`src/rtl/bram_arbiter.sv`:
```
// Round-robin arbiter sharing one registered-read bram between two clients,
// with a fill engine that sweeps a constant over every word.
module bram_arbiter #(
  parameter int ADDR_W = 10,
  parameter int DATA_W = 8,
  parameter int DEPTH  = 1024
) (
  input  logic              clk,
  input  logic              rst,
  input  logic              fill_start,
  input  logic [DATA_W-1:0] fill_value,
  output logic              fill_busy,
  input  logic              c0_req,
  input  logic              c0_we,
  input  logic [ADDR_W-1:0] c0_addr,
  input  logic [DATA_W-1:0] c0_wdata,
  output logic              c0_gnt,
  output logic              c0_rvalid,
  output logic [DATA_W-1:0] c0_rdata,
  input  logic              c1_req,
  input  logic              c1_we,
  input  logic [ADDR_W-1:0] c1_addr,
  input  logic [DATA_W-1:0] c1_wdata,
  output logic              c1_gnt,
  output logic              c1_rvalid,
  output logic [DATA_W-1:0] c1_rdata,
  output logic              mem_rd_en,
  output logic [ADDR_W-1:0] mem_rd_addr,
  input  logic [DATA_W-1:0] mem_rd_data,
  output logic              mem_wr_en,
  output logic [ADDR_W-1:0] mem_wr_addr,
  output logic [DATA_W-1:0] mem_wr_data
);

  // state | meaning
  // ARB   | clients arbitrated round-robin, one bram op per cycle
  // FILL  | fill sweep owns the write port, clients stalled
  typedef enum logic {ARB, FILL} state_t;

  state_t            state, state_nxt;
  logic              last_c1;
  logic [ADDR_W-1:0] fill_cnt;
  logic [DATA_W-1:0] fill_data;
  logic              fill_last;
  logic              fill_go;
  logic              gnt0, gnt1;
  logic              sel_we;
  logic [ADDR_W-1:0] sel_addr;
  logic [DATA_W-1:0] sel_wdata;
  logic [1:0]        tag1, tag2;

  // fill_cnt always equals the address being written during FILL
  assign fill_last = (fill_cnt == ADDR_W'(DEPTH - 1));

  always_ff @(posedge clk) begin
    if (rst) state <= ARB;
    else     state <= state_nxt;
  end

  always_comb begin
    state_nxt = state;
    gnt0      = 1'b0;
    gnt1      = 1'b0;
    fill_go   = 1'b0;
    if (!rst) begin
      case (state)
        ARB: begin
          if (fill_start) begin
            fill_go   = 1'b1;
            state_nxt = FILL;
          end else begin
            gnt0 = c0_req && (!c1_req || last_c1);
            gnt1 = c1_req && (!c0_req || !last_c1);
          end
        end
        FILL: if (fill_last) state_nxt = ARB;
        default: state_nxt = ARB;
      endcase
    end
  end

  assign c0_gnt    = gnt0;
  assign c1_gnt    = gnt1;
  assign sel_we    = gnt1 ? c1_we    : c0_we;
  assign sel_addr  = gnt1 ? c1_addr  : c0_addr;
  assign sel_wdata = gnt1 ? c1_wdata : c0_wdata;

  always_ff @(posedge clk) begin
    if (rst) begin
      fill_busy   <= 1'b0;
      last_c1     <= 1'b1;
      fill_cnt    <= '0;
      fill_data   <= '0;
      mem_rd_en   <= 1'b0;
      mem_rd_addr <= '0;
      mem_wr_en   <= 1'b0;
      mem_wr_addr <= '0;
      mem_wr_data <= '0;
      tag1        <= '0;
      tag2        <= '0;
    end else begin
      mem_rd_en <= 1'b0;
      mem_wr_en <= 1'b0;
      fill_busy <= (state_nxt == FILL);
      // tag = {valid read, client}; stage 2 lines up with mem_rd_data
      tag1      <= {(gnt0 | gnt1) & ~sel_we, gnt1};
      tag2      <= tag1;
      if (fill_go) begin
        fill_data   <= fill_value;
        fill_cnt    <= '0;
        mem_wr_en   <= 1'b1;
        mem_wr_addr <= '0;
        mem_wr_data <= fill_value;
      end else if (state == FILL && !fill_last) begin
        fill_cnt    <= fill_cnt + 1'b1;
        mem_wr_en   <= 1'b1;
        mem_wr_addr <= fill_cnt + 1'b1;
        mem_wr_data <= fill_data;
      end else if (gnt0 | gnt1) begin
        last_c1 <= gnt1;
        if (sel_we) begin
          mem_wr_en   <= 1'b1;
          mem_wr_addr <= sel_addr;
          mem_wr_data <= sel_wdata;
        end else begin
          mem_rd_en   <= 1'b1;
          mem_rd_addr <= sel_addr;
        end
      end
    end
  end

  assign c0_rvalid = tag2[1] & ~tag2[0];
  assign c1_rvalid = tag2[1] &  tag2[0];
  assign c0_rdata  = mem_rd_data;
  assign c1_rdata  = mem_rd_data;

endmodule
```
`config.mk`:
```
export PLATFORM = sky130hd
export DESIGN_NAME = bram_arbiter
export DESIGN_NICKNAME = d
export VERILOG_FILES = /design/src/rtl/bram_arbiter.sv
export SDC_FILE = /design/constraint.sdc
export NUM_CORES = 1
export LEC_CHECK = 0
export CAP_MARGIN = 30
export CORE_MARGIN = 2
export CORE_UTILIZATION = 39
export DETAILED_ROUTE_END_ITERATION = 10
export GPL_ROUTABILITY_DRIVEN = 0
export PLACE_DENSITY = 0.77
export SETUP_SLACK_MARGIN = 0.3
export SLEW_MARGIN = 20
export SYNTH_ARGS = -nofsm -noshare
export SYNTH_HDL_FRONTEND = slang
export SYNTH_SLANG_ARGS = --single-unit
```
`constraint.sdc`:
```
create_clock -name clk -period 2.1 [get_ports clk]
set_clock_uncertainty 0.2 [all_clocks]
set_input_delay 0.42 -clock clk [delete_from_list [all_inputs] [get_ports clk]]
set_output_delay 0.42 -clock clk [all_outputs]
set_load 0.02 [all_outputs]
```
* Word level (Yosys, flattened, before mapping) *
Index checks and enable logic that the tools add are counted.

storage, ports and cells
  register bits after elaboration = 54
  input bits = 59
  output and inout bits = 51
  logic and storage cells = 68

operators by class
  $add $sub $neg = 1
  eq/ne operators = 1
  multiplexer cells = 26
  bitwise operators = 10
  reduce and logical (&&, ||, !) cells = 19

operators by type and width
  kind                                                             number
  10-bit two-way mux                                               4
  8-bit two-way mux                                                5
  1-bit two-way mux                                                16
  10-bit by 1-bit adder with 10-bit output, second input constant  1
  10-bit == test, second input constant                            1
  1-bit NOT                                                        6
  3-bit nonzero test                                               2
  1-bit zero test                                                  4
  2-bit AND reduction                                              2
  4-bit AND reduction                                              1
  2-bit nonzero test                                               2
  4-bit OR reduction                                               1
  1-bit bitwise AND                                                3
  1-bit logical AND                                                3
  3-bit AND reduction                                              1
  1-bit logical OR                                                 2
  1-bit case mux with 2 select lines                               1
  2-bit OR reduction                                               1
  1-bit bitwise OR                                                 1

* Depth between registers and ports, before layout *
  depth after elaboration = 11
  mapped depth = 8
  depth with buffers taken out = 6

* Worst setup path before layout *
Ideal clock, no wire load.

  path kind = input -> register
  start = input port rst
  end = register mem_wr_addr[1]
  setup time = 0.123 ns
  arrival = 1.717 ns
  required time = 1.777 ns
  slack = 0.060 ns
  stages on the path = 8
  path buffers = 3
  cells stage by stage = buf_2 -> nor3_2 -> nand2_1 -> buf_2 -> buf_6 -> mux2_2 -> mux2i_1 -> o22ai_1

between the ends
  cells in the longest elaborated chain, start to end = 5
  elaborated cells between the ends (all ways) = 13
  those cells by class = mux (8); bitwise (1); reduce/logical (4)

ends and longest elaborated chain
  item                    RTL line  text
  start: declaration      9         input logic rst,
  1-bit two-way mux       65        if (!rst) begin
  10-bit two-way mux      85        assign sel_addr = gnt1 ? c1_addr : c0_addr;
  10-bit two-way mux      121       if (sel_we) begin
  10-bit two-way mux      119       end else if (gnt0 | gnt1) begin
  10-bit two-way mux      114       end else if (state == FILL && !fill_last) begin
  end signal: assignment  117       mem_wr_addr <= fill_cnt + 1'b1;
  end signal: assignment  123       mem_wr_addr <= sel_addr;
  end: declaration        31        output logic [ADDR_W-1:0] mem_wr_addr,

Several ways; a longest one is shown, not always the timed one. The select of a mux whose other input is x is not followed.
A chain may end at the register's enable or synchronous reset.

* Worst setup path in the final report *
  start = register fill_cnt[9]
  end = register mem_wr_data[5]

between the ends
  cells in the longest elaborated chain, start to end = 5
  elaborated cells between the ends (all ways) = 8
  those cells by class = eq/ne (1); mux (2); reduce/logical (5)

ends and longest elaborated chain
  item                                                                RTL line  text
  start: declaration                                                  42        logic [ADDR_W-1:0] fill_cnt;
  start signal: assignment                                            115       fill_cnt <= fill_cnt + 1'b1;
  10-bit == test (*)                                                  53        assign fill_last = (fill_cnt == ADDR_W'(DEPTH - 1));
  1-bit zero test (*)                                                 114
  1-bit logical AND (*)                                               114
  3-bit nonzero test (no line) or 8-bit two-way mux (tied branches)   -
  2-bit AND reduction (no line) or 8-bit two-way mux (tied branches)  -
  end signal: assignment                                              113       mem_wr_data <= fill_value;
  end signal: assignment                                              118       mem_wr_data <= fill_data;
  end signal: assignment                                              124       mem_wr_data <= sel_wdata;
  end: declaration                                                    32        output logic [DATA_W-1:0] mem_wr_data

Mark *: on every way between the ends. The rest lies on a longest branch, timed or not.

==> metrics.yaml <==
status: "completed"
path_cells: "nand2_1 -> o31ai_4 -> buf_6 -> o21ai_4 -> buf_4 -> nor3_1 -> a211oi_2"
fp.dieH_um: 86.0
numPortBuffers: 85
synth_area_um2: 2620
num_vias: 2557
io_pins: 110
nNetsFinal: 448
synth_xor_area_share_pct: 4.01
seq_area_frac_synth_pct: 41.2
worstReg2RegEnd: "mem_wr_data[5]"
crit_arrival_ns: 1.95
grt_busiest_layer: "met2"
worstRegToRegCells: 7
synth.distinct_cells: 40
synth-edff-count: 0
fp.dieArea_um2: 7390
wl_mm: 8.22
stdcell_area_um2: 4170
antenna_found_initial: 0
min_from: "tag1[0]"
grt_pass1_wl_mm: 12.1
syn_to_final_growth_pct: 59.0
synth_top_family_by_area: "compound AO/OA/AOI/OAI gates"
drt_iter0_drc: 168
multi_input_area_um2: 1590
cp_max_fo: 7
synth-simple-area-share_pct: 14.8
drc: 0
rsz0062_at_grt: "yes"
routedWlPerCell_um: 17.6
slowest_delay_ns: 0.39
path_class: "flop to flop"
postSynthCellCount: 283
ctsLongestPathBuffers: 2
power.density_nw_per_um2: 562
rows: 29
synth_adder_area_share_pct: 0.477
fmax_ghz: 0.511
fillers: 480
globalRouteMet1Util_pct: 25.3
clkSinkCount: 54
clk_pin_slew_worst_paths_ns: 0.10
drv_slew: 0
ys_dominant_reg_cell: "dfxtp_1"
mostFrequentLayoutCells: "clkdlybuf4s50_1, dfxtp_1, dlygate4sd2_1"
ys_async_sr_fraction_pct: 0
crit_end: "mem_wr_data[5]"
crit_slowest_cell: "dfxtp_1"
worstSetupStartpoint: "fill_cnt[9]"
drive_gt1_share_pct: 31.9
track_usage_pct: 20.9
grt_pass1_vias: 2444
muxShareOfSynthArea_pct: 12.3
period_share_pct: 93.2
root_buffer: "clkbuf_8"
first_pass_iters: 4
cts_tree: "built"
grt_max_degree: 28
synth-compound-area-share_pct: 18.6
ant_nets: 0
overflow: 0
h-tree-depth: 2
r2r-start: "fill_cnt[9]"
cts_buffers: 5
grtUsageMet3_pct: 4.52
diodes: 0
rrSetupSlack_ns: 0.14
avgSynthCellArea_um2: 9.26
vdd_drop_max_uv: 266
core-area_um2: 6420
hpwlAfterDp_mm: 4.75
setup_viol: 0
vias_per_cell: 5.49
end_kind: "flop"
use_met2_pct: 35.0
worstMarginPinSlew_ns: 0.363
dpl-instance-area_um2: 3580
cap_violations: 0
worstPathRequired_ns: 2.09
max_slew_margin_pct: 75.8
min_path_type: "flop to flop"
initial_core_util_pct: 40.8
synth-seq-cells: 54
worstSkewPairLatency_ns: 0.31
seq_area_um2: 1100
synth_warnings: 0
syn_nets: 343
min_period_ns: 1.96
fin_cells: 466
finalHoldViolations: 0
startpoint_type: "flop"
layout_commonest_cell: "clkdlybuf4s50_1"
placed_cells: 434
p_leak_nw: 1.72
die_width_um: 86.0
worst max-delay path: cells and delay by family (launching register included):
kind	cells	cell delay (ns)
AOI/OAI and AO/OA	3	0.51
and+or+nand+nor	2	0.37
buffers and inverters	2	0.36
DFF	1	0.39
cell families (layout without fill, tap and decap cells):
group | Yosys count | count (layout)
AND/OR/NAND/NOR | 83 | 83
AO/OA/AOI/OAI | 66 | 68
flip-flops | 54 | 54
buffers and inverters | 36 | 140
multiplexers | 31 | 31
XOR/XNOR | 12 | 12
adder cells (fa/ha/maj) | 1 | 1
area by class of cell:
class                           count  share of cell area, %
Multi-Input combinational cell    195                   38.1
Timing Repair Buffer              129                   30.6
Sequential cell                    54                   26.5
Tap cell                           77                   2.31
Clock buffer                        7                   2.07
Inverter                            3                  0.270
Clock inverter                      1                  0.210
where the power goes:
| part | total, mW | internal (mW) | switching (mW) |
|---|---|---|---|
| clock network | 0.627 | 0.274 | 0.354 |
| registers | 1.10 | 1.07 | 0.0311 |
| logic | 0.614 | 0.320 | 0.294 |
| total | 2.34 | 1.66 | 0.679 |
Yosys cell counts, drive strengths merged, types with 2 or more instances:
library cell	count	area, um^2
a211oi	11	92.6
a21boi	2	15.0
a21oi	11	55.1
a22o	8	70.1
a22oi	8	60.1
a31o	8	70.1
and3	2	12.5
buf	25	183
clkbuf	8	30.0
dfxtp	54	1080
inv	3	11.3
mux2	10	113
mux2i	21	210
nand2	29	109
nand2b	3	18.8
nand3	3	20.0
nand4	2	18.8
nor2	26	105
nor2b	4	25.0
nor3	11	60.1
o21ai	12	67.6
o22ai	3	18.8
or3	2	12.5
xnor2	6	52.6
xor2	6	52.6
registers in the layout (all words and copies together) (netlist names):
name	flops
tag2	2
mem_rd_addr	10
fill_busy	1
mem_wr_en	1
last_c1	1
mem_wr_addr	10
fill_data	8
mem_rd_en	1
tag1	2
fill_cnt	10
mem_wr_data	8
stage by stage:
stage | worst slack [ns] | power [mW] | hold WS, ns | TNS, ns | util [%]
2_1_floorplan | 0.249 | 1.42 | 0.214 | 0 | -
3_3_place_gp | -0.524 | 1.61 | 0.220 | -11.74 | 55.7
3_5_place_dp | -0.547 | 1.61 | 0.225 | -13.09 | 55.7
4_1_cts | 0.194 | 2.29 | 0.247 | 0 | 62.7
5_1_grt | 0.102 | 2.43 | 0.274 | 0 | 64.9
6_report | 0.143 | 2.34 | 0.244 | 0 | 64.9
layer usage:
layer	part of all wire, %	vias up	routed length, um
li1	-	1197	-
met1	41	1242	3360
met2	49	91	4040
met3	6.0	27	489
met4	4.0	0	327
met5	0	-	0
worst min path at each step:
stage,slack (ns),to,cells past startpoint
floorplan,0.21,tag2[0],1
global placement,0.22,tag2[1],1
detailed placement,0.23,tag2[0],1
CTS,0.25,tag2[0],1
global route,0.27,tag2[1],1
finish,0.24,tag2[0],1
timing repair:
item | CTS | global route
cloned | 7 | 1
endpoints found under the setup margin | 80 | 44
pin swaps | 8 | 17
gates resized for setup | 96 | 33
hold endpoints to repair | 0 | 0
buffers inserted | 13 | 3
hold buffers | 0 | 0
Note: power is estimated with default switching activity, not from simulation.
